File: src/rtl/interp_pilot_seq.sv
`timescale 1ns/1ps
`default_nettype none
// ============================================================================
// Module   : interp_pilot_seq
// Brief    : Sequential linear interpolator. Captures four pilot estimates
//            E1..E4 and streams 13 quarter-spaced samples (E1 .. E4
//            inclusive) over a valid/ready handshake. Weighted sums use
//            shift-and-add only.
// Options  : INTERP_ROUND_EN - when defined, add 2 before the final >>>2
//            (round half toward +inf); otherwise plain truncation.
// Revision : 1.0 - initial release
// ============================================================================
module interp_pilot_seq #(
  parameter int WIDTH = 17
) (
  input  logic                    clk,
  input  logic                    rst,
  input  logic                    in_valid,
  output logic                    in_ready,
  input  logic signed [WIDTH-1:0] E1,
  input  logic signed [WIDTH-1:0] E2,
  input  logic signed [WIDTH-1:0] E3,
  input  logic signed [WIDTH-1:0] E4,
  output logic                    out_valid,
  input  logic                    out_ready,
  output logic signed [WIDTH-1:0] out_data,
  output logic [3:0]              out_idx,
  output logic                    out_last
);

  // Sum width: 4 * |min pilot| needs two extra magnitude bits plus headroom
  // for the rounding constant.
  localparam int SW = WIDTH + 3;

`ifdef INTERP_ROUND_EN
  localparam logic signed [SW-1:0] c_ROUND_ADD = SW'(2);
`else
  localparam logic signed [SW-1:0] c_ROUND_ADD = SW'(0);
`endif

  localparam logic [3:0] c_LAST_IDX = 4'd12;

  typedef enum logic [0:0] {
    ST_IDLE = 1'b0,
    ST_RUN  = 1'b1
  } state_t;

  state_t r_state;
  state_t w_next_state;

  logic                    w_in_xfer;
  logic                    w_out_xfer;

  logic signed [WIDTH-1:0] r_pa;
  logic signed [WIDTH-1:0] r_pb;
  logic signed [WIDTH-1:0] r_pc;
  logic signed [WIDTH-1:0] r_pd;

  logic signed [WIDTH-1:0] r_data;
  logic [3:0]              r_idx;
  logic                    r_last;

  logic [3:0]              w_nidx;
  logic [1:0]              w_pair;
  logic [1:0]              w_k;
  logic signed [WIDTH-1:0] w_ea;
  logic signed [WIDTH-1:0] w_eb;
  logic signed [SW-1:0]    w_ea_ext;
  logic signed [SW-1:0]    w_eb_ext;
  logic signed [SW-1:0]    w_wa;
  logic signed [SW-1:0]    w_wb;
  logic signed [SW-1:0]    w_sum;
  logic signed [WIDTH-1:0] w_sample;
  logic                    w_unused_bits;

  // FSM state register
  always_ff @(posedge clk or posedge rst) begin
    if (rst) begin
      r_state <= ST_IDLE;
    end else begin
      r_state <= w_next_state;
    end
  end

  // FSM next state, handshake strobes and state-derived outputs
  always_comb begin
    w_next_state = r_state;
    w_in_xfer    = 1'b0;
    w_out_xfer   = 1'b0;
    in_ready     = 1'b0;
    out_valid    = 1'b0;
    case (r_state)
      ST_IDLE: begin
        in_ready = 1'b1;
        if (in_valid) begin
          w_in_xfer    = 1'b1;
          w_next_state = ST_RUN;
        end
      end
      ST_RUN: begin
        out_valid = 1'b1;
        if (out_ready) begin
          w_out_xfer = 1'b1;
          if (r_last) begin
            w_next_state = ST_IDLE;
          end
        end
      end
      default: begin
        w_next_state = ST_IDLE;
      end
    endcase
  end

  // Index of the sample that will be loaded on the next output transfer.
  assign w_nidx = r_idx + 4'd1;
  assign w_pair = w_nidx[3:2];
  assign w_k    = w_nidx[1:0];

  // Select the pilot pair; pair 3 only occurs at n = 12 (k = 0), where the
  // result is pd alone.
  always_comb begin
    w_ea = r_pa;
    w_eb = r_pb;
    case (w_pair)
      2'd0: begin
        w_ea = r_pa;
        w_eb = r_pb;
      end
      2'd1: begin
        w_ea = r_pb;
        w_eb = r_pc;
      end
      2'd2: begin
        w_ea = r_pc;
        w_eb = r_pd;
      end
      default: begin
        w_ea = r_pd;
        w_eb = r_pd;
      end
    endcase
  end

  assign w_ea_ext = {{(SW-WIDTH){w_ea[WIDTH-1]}}, w_ea};
  assign w_eb_ext = {{(SW-WIDTH){w_eb[WIDTH-1]}}, w_eb};

  // Weights (4-k) on Ea and k on Eb, built from shifts and adds only
  always_comb begin
    w_wa = w_ea_ext <<< 2;
    w_wb = '0;
    case (w_k)
      2'd0: begin
        w_wa = w_ea_ext <<< 2;
        w_wb = '0;
      end
      2'd1: begin
        w_wa = (w_ea_ext <<< 1) + w_ea_ext;
        w_wb = w_eb_ext;
      end
      2'd2: begin
        w_wa = w_ea_ext <<< 1;
        w_wb = w_eb_ext <<< 1;
      end
      default: begin
        w_wa = w_ea_ext;
        w_wb = (w_eb_ext <<< 1) + w_eb_ext;
      end
    endcase
  end

  // Divide by 4 with an arithmetic shift; the quotient always fits WIDTH bits.
  assign w_sum         = w_wa + w_wb + c_ROUND_ADD;
  assign w_sample      = w_sum[WIDTH+1:2];
  assign w_unused_bits = ^{w_sum[SW-1], w_sum[1:0]};

  // Pilot capture and registered output sample / index / last flag
  always_ff @(posedge clk or posedge rst) begin
    if (rst) begin
      r_pa   <= '0;
      r_pb   <= '0;
      r_pc   <= '0;
      r_pd   <= '0;
      r_data <= '0;
      r_idx  <= '0;
      r_last <= 1'b0;
    end else if (w_in_xfer) begin
      r_pa   <= E1;
      r_pb   <= E2;
      r_pc   <= E3;
      r_pd   <= E4;
      // Sample 0 is (4*E1 + R) >>> 2 which equals E1 exactly for R in {0,2}.
      r_data <= E1;
      r_idx  <= '0;
      r_last <= 1'b0;
    end else if (w_out_xfer) begin
      if (r_last) begin
        r_idx  <= '0;
        r_last <= 1'b0;
      end else begin
        r_data <= w_sample;
        r_idx  <= w_nidx;
        r_last <= (w_nidx == c_LAST_IDX);
      end
    end
  end

  assign out_data = r_data;
  assign out_idx  = r_idx;
  assign out_last = r_last;

endmodule
`default_nettype wire

File: config.mk
export PLATFORM = sky130hd
export DESIGN_NAME = interp_pilot_seq
export DESIGN_NICKNAME = d
export VERILOG_FILES = /design/src/rtl/interp_pilot_seq.sv
export SDC_FILE = /design/constraint.sdc
export NUM_CORES = 1
export LEC_CHECK = 0
export CORE_ASPECT_RATIO = 1.5
export CORE_MARGIN = 1.5
export CORE_UTILIZATION = 30
export CTS_CLUSTER_DIAMETER = 100
export CTS_CLUSTER_SIZE = 14
export DETAILED_ROUTE_END_ITERATION = 6
export HOLD_SLACK_MARGIN = 0.15
export RECOVER_POWER = 100
export SLEW_MARGIN = 10
export SYNTH_ARGS = -nofsm -noshare
export SYNTH_HDL_FRONTEND = slang
export SYNTH_SLANG_ARGS = --single-unit
File: constraint.sdc
create_clock -name clk -period 6.5 [get_ports clk]
set_input_delay 0.975 -clock clk [delete_from_list [all_inputs] [get_ports clk]]
set_output_delay 0.975 -clock clk [all_outputs]
set_load 0.05 [all_outputs]
==> run_results.csv, run 1 <==
group,metric,value,unit
global_route,grt_pass1_wl,32800,um
final_layout,drive_above_1_share,0.0572,
die,start_util,0.308,
die,io_pins,96,
sta,final_max_slew_viol_count,167,
clock_tree,cts_max_path_buffers,2,
placed_design,post_dp_cell_area,8400,um2
worst_setup_path,r2r-end,"out_data[13]",
routing,drt_first_pass_iters,5,
die,die_area,24700,um2
sta,max_slew_margin,-1.31,
sta,timing.fmax,0.166,GHz
worst_setup_path,rr_worst_depth,22,
worst_setup_path,crit_chain,"nand3_2 -> xor2_4 -> clkbuf_4 -> mux4_2 -> ha_1 -> a21o_1 -> a21oi_1 -> o21ai_0 -> a2111oi_0 -> o31ai_1 -> o31ai_1 -> xnor2_1 -> a222oi_1 -> a21oi_1 -> ha_1 -> and4_1 -> and3_1 -> a21oi_1 -> o21a_1 -> nand2_1 -> a2111oi_0 -> nor3_1",
global_route,overflow,0,
clock_tree,hold_buffers,0,
clock_tree,cts_sinks,91,
worst_setup_path,crit_top_cell,"a21oi_1",
worst_setup_path,startpoint,"out_idx[2]",
worst_setup_path,r2r_start,"out_idx[2]",
die,die_h,192,um
global_route,antenna_found_initial,0,
routing,wire_per_inst,16.4,um
global_route,grt_pass1_vias,6349,
worst_setup_path,crit_slowest_cell,"dfrtp_1",
routing,routed_wl,20600,um
worst_setup_path,arrival,6260,ps
clock_tree,tritoncts,"yes",
placed_design,dp_hpwl,15700,um
clock_tree,htreeDepth,3,
sta,rsz0062_at_grt,"no",
worst_setup_path,path_class,"register to register",
routing,drtIter0Drc,261,
die,die_x,129,um
sta,setup_ws,464,ps
sta,finalSetupViolations,0,
sta,tightestPinTransition,3460,ps
routing,num_vias,6491,
final_layout,fill_cells,2429,
placed_design,placedCellCount,1244,
final_layout,post-route-cell-area,8700,um2
routing,viasPerCell,5.16,
final_layout,nets,1067,
synthesis,synth_warnings,0,
sta,hold_viol,0,
worst_setup_path,critPathLaunchType,"register",
synthesis,postSynthCellCount,868,
synthesis,yosysSeqAreaShare,0.319,
worst_setup_path,end_kind,"register",
synthesis,synth_edf_count,0,
synthesis,synthFlopType,"dfrtp_1",
routing,postRouteAntennaNets,0,
clock_tree,cts_buffers,9,
sta,period_minus_slack,6040,ps
sta,finalCritPeriodShare,0.929,
final_layout,diodes,0,
placed_design,place_congestion,0.853,
synthesis,synth_nets,995,
final_layout,area_growth,22.0,%
final_layout,layout.cells.non_filler,1259,
clock_tree,path_clk_slew,60,ps
synthesis,synth_seq_cells,91,
die,design.core.area,23100,um2
worst_setup_path,cp_slowest_stage_delay,630,ps
global_route,grt_max_degree,67,
sta,fin_setup_tns,0,ps
status,outcome,"complete, but fails checks",
placed_design,port_buffers,95,
worst_setup_path,worstPathRequired,6720,ps
placed_design,place_ws,457,ps
status,violations,"capacitance limit, slew limit",
synthesis,netlist_area,7130,um2
sta,finalClockSkew,11.6,ps
job,cap_violations,3,
clock_tree,clock_latency,360,ps
worst_setup_path,endpoint,"out_data[13]",
synthesis,ys_async_sr_fraction,1.00,
routing,remaining_drc_errors,0,
hold_path,hp-class,"register to register",
clock_tree,cts-root-buf,"clkbuf_16",
synthesis,ys_types,64,
global_route,grtUsageTotal,0.171,
worst_setup_path,critPathMaxFanout,17,
worst_setup_path,r2r_slack,460,ps
synthesis,avgSynthCellArea,8.22,um2
die,rows,68,
[worst min path at each step]
stage	startpoint	endpoint	slack [ps]	cells past startpoint
floorplan	r_pa[15]	r_pa[15]	440	2
global placement	r_pa[13]	r_pa[13]	450	2
detailed placement	r_pa[11]	r_pa[11]	470	2
CTS	r_pa[14]	r_pa[14]	480	2
global route	r_pa[11]	r_pa[11]	510	2
finish	r_pa[11]	r_pa[11]	480	2
[registers in the layout, summed over array words and instances (netlist names)]
name and cells:
r_state 1, out_data 17, r_pb 17, r_pa 17
out_last 1, out_idx 4, r_pd 17, r_pc 17
[per-stage QoR]
step	util	hold WS [ps]
after global placement	0.363	452
after detailed placement	0.363	467
after CTS	0.378	482
after global routing	0.376	510
final	0.376	480
after floorplan	-	438
[what timing repair did]
action	4_1_cts	5_1_grt
setup endpoints to repair	0	4
buffers inserted	0	0
gates resized for setup	0	4
[cells in the mapped netlist (3+ instances only)]
| library cell | number | area (um2) |
|---|---|---|
| nor2_1 | 57 | 214 |
| nand3_1 | 12 | 60.1 |
| and3_1 | 9 | 56.3 |
| xor2_1 | 18 | 158 |
| o21ai_0 | 30 | 150 |
| nor3b_1 | 3 | 22.5 |
| o211ai_1 | 5 | 37.5 |
| a21oi_1 | 78 | 390 |
| a31oi_1 | 8 | 50.1 |
| inv_1 | 29 | 109 |
| o21bai_1 | 8 | 60.1 |
| buf_2 | 4 | 20.0 |
| ha_1 | 53 | 663 |
| a211oi_1 | 4 | 30.0 |
| a222oi_1 | 5 | 50.1 |
| o21ai_1 | 9 | 45.0 |
| mux2i_1 | 21 | 210 |
| o31ai_1 | 4 | 30.0 |
| nand2_1 | 232 | 871 |
| mux4_2 | 14 | 315 |
| a21o_1 | 10 | 75.1 |
| nor2b_1 | 7 | 43.8 |
| o22ai_1 | 3 | 18.8 |
| buf_1 | 3 | 11.3 |
| a221oi_1 | 23 | 201 |
| a21boi_0 | 3 | 22.5 |
| clkbuf_1 | 39 | 146 |
| xnor2_1 | 16 | 140 |
| nand3b_1 | 5 | 37.5 |
| dfrtp_1 | 91 | 2280 |
| nor3_1 | 13 | 65.1 |
| and2_1 | 4 | 25.0 |
| a22oi_1 | 8 | 60.1 |
[metal layers]
| metal | GRT usage | share of wire | vias to the layer above |
|---|---|---|---|
| met5 | 0 | 0 | - |
| met3 | 0.0181 | 0.031 | 20 |
| li1 | - | - | 3217 |
| met2 | 0.300 | 0.52 | 120 |
| met1 | 0.212 | 0.43 | 3134 |
| met4 | 0.0678 | 0.020 | 0 |
[worst max-delay path, delay by kind of cell, from the launching register on]
family	cells	cell delay [ps]
flip-flops	1	630
adder cells (fa/ha/maj)	2	690
buffers and inverters	1	310
AO/OA/AOI/OAI	11	2660
AND/OR/NAND/NOR	5	810
multiplexers	1	390
XOR/XNOR	2	370
[cells in the final DEF, fill, tap and decap left out, types with 3 or more instances in the layout]
cell type	count
a222oi_1	5
xnor2_1	16
a221oi_1	23
nand3_1	12
clkdlybuf4s50_1	68
nor3_1	13
nor2_1	57
bufinv_16	3
o21ai_0	34
o211ai_1	5
o31ai_1	4
nand2_1	232
ha_1	51
clkbuf_1	4
a21o_1	10
a211oi_1	4
a31oi_1	8
nor2b_1	7
nor3b_1	3
and3_1	9
o22ai_1	3
xor2_1	18
buf_4	9
a22oi_1	8
mux4_2	14
dlygate4sd3_1	27
dfrtp_1	89
o21ai_1	7
mux2i_1	21
o21bai_1	8
nand3b_1	5
and2_1	3
clkbuf_16	9
inv_1	28
a21oi_1	79
[kinds of logic after synthesis]
group,after synthesis,synth area share
muxes,39,0.0851
xor gates and xnor gates,36,0.0495
AOI/OAI and AO/OA,217,0.197
and+or+nand+nor,354,0.209
DFF,91,0.319
adders and majority gates,55,0.0986
buffers and inverters,76,0.0417
[final cells by class]
cell class / count / area, um2 / area share
inverter: 29 / 110 / 0.0127
clock buffer: 11 / 243 / 0.0279
tap: 315 / 394 / 0.0453
multi-input combinational: 701 / 4540 / 0.522
sequential: 91 / 2280 / 0.262
clock inverter: 4 / 98.8 / 0.0114
timing repair buffer: 108 / 1040 / 0.119
Power of run 1 is left out: the tool's default activity adds up to more than one toggle a clock period on the data nets, which glitch-free logic cannot reach.
==> run 2: changes to the inputs <==
Settings changed: HOLD_SLACK_MARGIN 0.15 to 0.06.
==> results of run 2 <==
No change in the layout: final DEF, timing and power equal those of run 1.
Power of run 2 is left out for the same reason.
==> run 3: changes to the inputs <==
--- a/config.mk
+++ b/config.mk
@@ -7,5 +7,4 @@
 export LEC_CHECK = 0
 export CORE_ASPECT_RATIO = 1.5
-export CORE_MARGIN = 1.5
 export CORE_UTILIZATION = 30
 export CTS_CLUSTER_DIAMETER = 100
==> constraint.sdc (replaced) <==
create_clock -name clk -period 6.5 [get_ports clk]
set_input_delay 0.975 -clock clk [delete_from_list [all_inputs] [get_ports clk]]
set_output_delay 0.975 -clock clk [all_outputs]
set_load 0.1 [all_outputs]
==> run 3 against run 2 <==
  * The flow still finishes with violations (capacitance limit, slew limit)
  * Fmax grew 0.64%
  * Sequential cell count is the same
  * Design area is essentially flat
  * Wire length grew 0.21%
  * First-iteration DRC count grew 8.0%
  * Via count grew 0.43%
==> run_results.csv, run 3 (same netlist as run 1, synthesis figures left out) <==
group,metric,value,unit
status,outcome,"complete, but fails checks",
status,violations,"capacitance limit, slew limit",
placed_design,port_buffers,95,
hold_path,min_from,"r_pa[16]",
sta,timing.fmax,0.167,GHz
worst_setup_path,r2r-end,"out_data[13]",
clock_tree,cts_max_path_buffers,2,
clock_tree,cts-root-buf,"clkbuf_16",
final_layout,layout_common_cells,"nand2_1 (231), dfrtp_1 (88), a21oi_1 (79)",
die,rows,68,
sta,finalClockSkew,11.2,ps
routing,num_vias,6519,
global_route,grt_pass1_wl,33300,um
final_layout,drive_above_1_share,0.0624,
global_route,gr-usage-met2,0.305,
job,cap_violations,3,
worst_setup_path,rr_worst_depth,22,
clock_tree,htreeDepth,3,
worst_setup_path,end_kind,"register",
global_route,grt_max_degree,67,
routing,remaining_drc_errors,0,
die,die_area,24400,um2
worst_setup_path,r2r_start,"out_idx[0]",
sta,period_minus_slack,6000,ps
placed_design,place_congestion,0.886,
global_route,use_met1,0.212,
sta,finalSetupViolations,0,
final_layout,post-route-util,0.376,
final_layout,diodes,0,
hold_path,whs_path_depth,2,
worst_setup_path,r2r_slack,500,ps
sta,rsz0062_at_grt,"no",
final_layout,fill_cells,2483,
final_layout,area_growth,21.9,%
global_route,grt_pass1_vias,6381,
clock_tree,tritoncts,"yes",
worst_setup_path,worstPathRequired,6720,ps
hold_path,whs_endpoint,"r_pa[16]",
die,start_util,0.308,
routing,wire_per_inst,16.4,um
hold_path,hp-class,"register to register",
sta,fin_setup_tns,0,ps
routing,postRouteAntennaNets,0,
clock_tree,cts_sinks,91,
global_route,antenna_found_initial,0,
routing,drt_first_pass_iters,6,
placed_design,placedCellCount,1245,
die,io_pins,96,
sta,finalCritPeriodShare,0.923,
sta,max_slew_margin,-1.29,
routing,viasPerCell,5.17,
routing,drtIter0Drc,282,
placed_design,dp_hpwl,15900,um
final_layout,final_common_cell,"nand2_1",
routing,routed_wl,20700,um
sta,hold_viol,0,
sta,tightestPinTransition,3430,ps
final_layout,nets,1068,
final_layout,layout.cells.non_filler,1261,
worst_setup_path,arrival,6220,ps
die,die_x,128,um
global_route,overflow,0,
worst_setup_path,critPathLaunchType,"register",
clock_tree,clock_latency,360,ps
worst_setup_path,critPathMaxFanout,9,
clock_tree,hold_buffers,0,
clock_tree,path_clk_slew,70,ps
global_route,use_met3,0.0208,
die,design.core.area,23100,um2
global_route,busiest_layer,"met2",
die,die_h,191,um
clock_tree,cts_buffers,9,
worst_setup_path,path_class,"register to register",
global_route,grtUsageTotal,0.176,
sta,final_max_slew_viol_count,152,
run 3: cell types whose count changed in the layout (fill, tap and decap cells not counted), moves of 2 or more:
cell / delta
clkinvlp_4: +2
clkbuf_8: +2
buf_4: +3
bufinv_16: -2
run 3: repair_timing:
action | CTS | global route
gates resized for setup | 0 | 3
endpoints found under the setup margin | 0 | 3
buffers inserted | 0 | 0
run 3: cell type report:
cell class | instances | area (um2) | area share
clock buffers | 13 | 270 | 0.0311
clock inverters | 3 | 45.0 | 0.00518
inverters | 29 | 110 | 0.0127
multi-input cells | 701 | 4550 | 0.523
flip-flops and latches | 91 | 2280 | 0.262
well taps | 315 | 394 | 0.0453
repair buffers | 109 | 1050 | 0.121
run 3: how the worst max path moves through the flow:
| stage | startpoint | end | slack (ps) | depth (start not counted) |
|---|---|---|---|---|
| finish | out_idx[0] | out_data[13] | 500 | 22 |
| CTS | out_idx[0] | out_data[13] | 350 | 22 |
| floorplan | out_idx[3] | out_data[13] | 40 | 26 |
| global placement | out_idx[0] | out_data[13] | 480 | 22 |
| global route | out_idx[2] | out_data[13] | 70 | 21 |
| detailed placement | out_idx[0] | out_data[13] | 350 | 22 |
run 3: worst max-delay path: stages (launching register included):
cell and delay [ps]:
dfrtp_2 460, ha_2 260, xnor2_4 170, buf_4 240
mux4_2 590, ha_1 310, a21o_1 150, a21oi_1 240
o21ai_0 170, a2111oi_1 610, o31ai_1 210, o31ai_1 280
xnor2_1 90, a222oi_1 230, a21oi_1 120, ha_1 380
and4_1 210, and3_1 180, a21oi_1 110, o21a_2 190
nand2_1 90, a2111oi_0 450, nor3_1 120
run 3: routing by layer:
| metal | vias up | wire length (um) |
|---|---|---|
| met5 | - | 0 |
| met4 | 0 | 829 |
| met3 | 37 | 715 |
| met2 | 163 | 10300 |
| met1 | 3098 | 8800 |
| li1 | 3221 | - |
run 3: stage by stage:
step	hold slack [ps]	area, um2	worst slack [ps]
final	473	8700	502
after global placement	456	8410	484
after global routing	510	8700	66.0
after detailed placement	463	8410	351
after floorplan	438	7140	39.8
after CTS	480	8730	349
Power of run 3 is left out for the same reason.
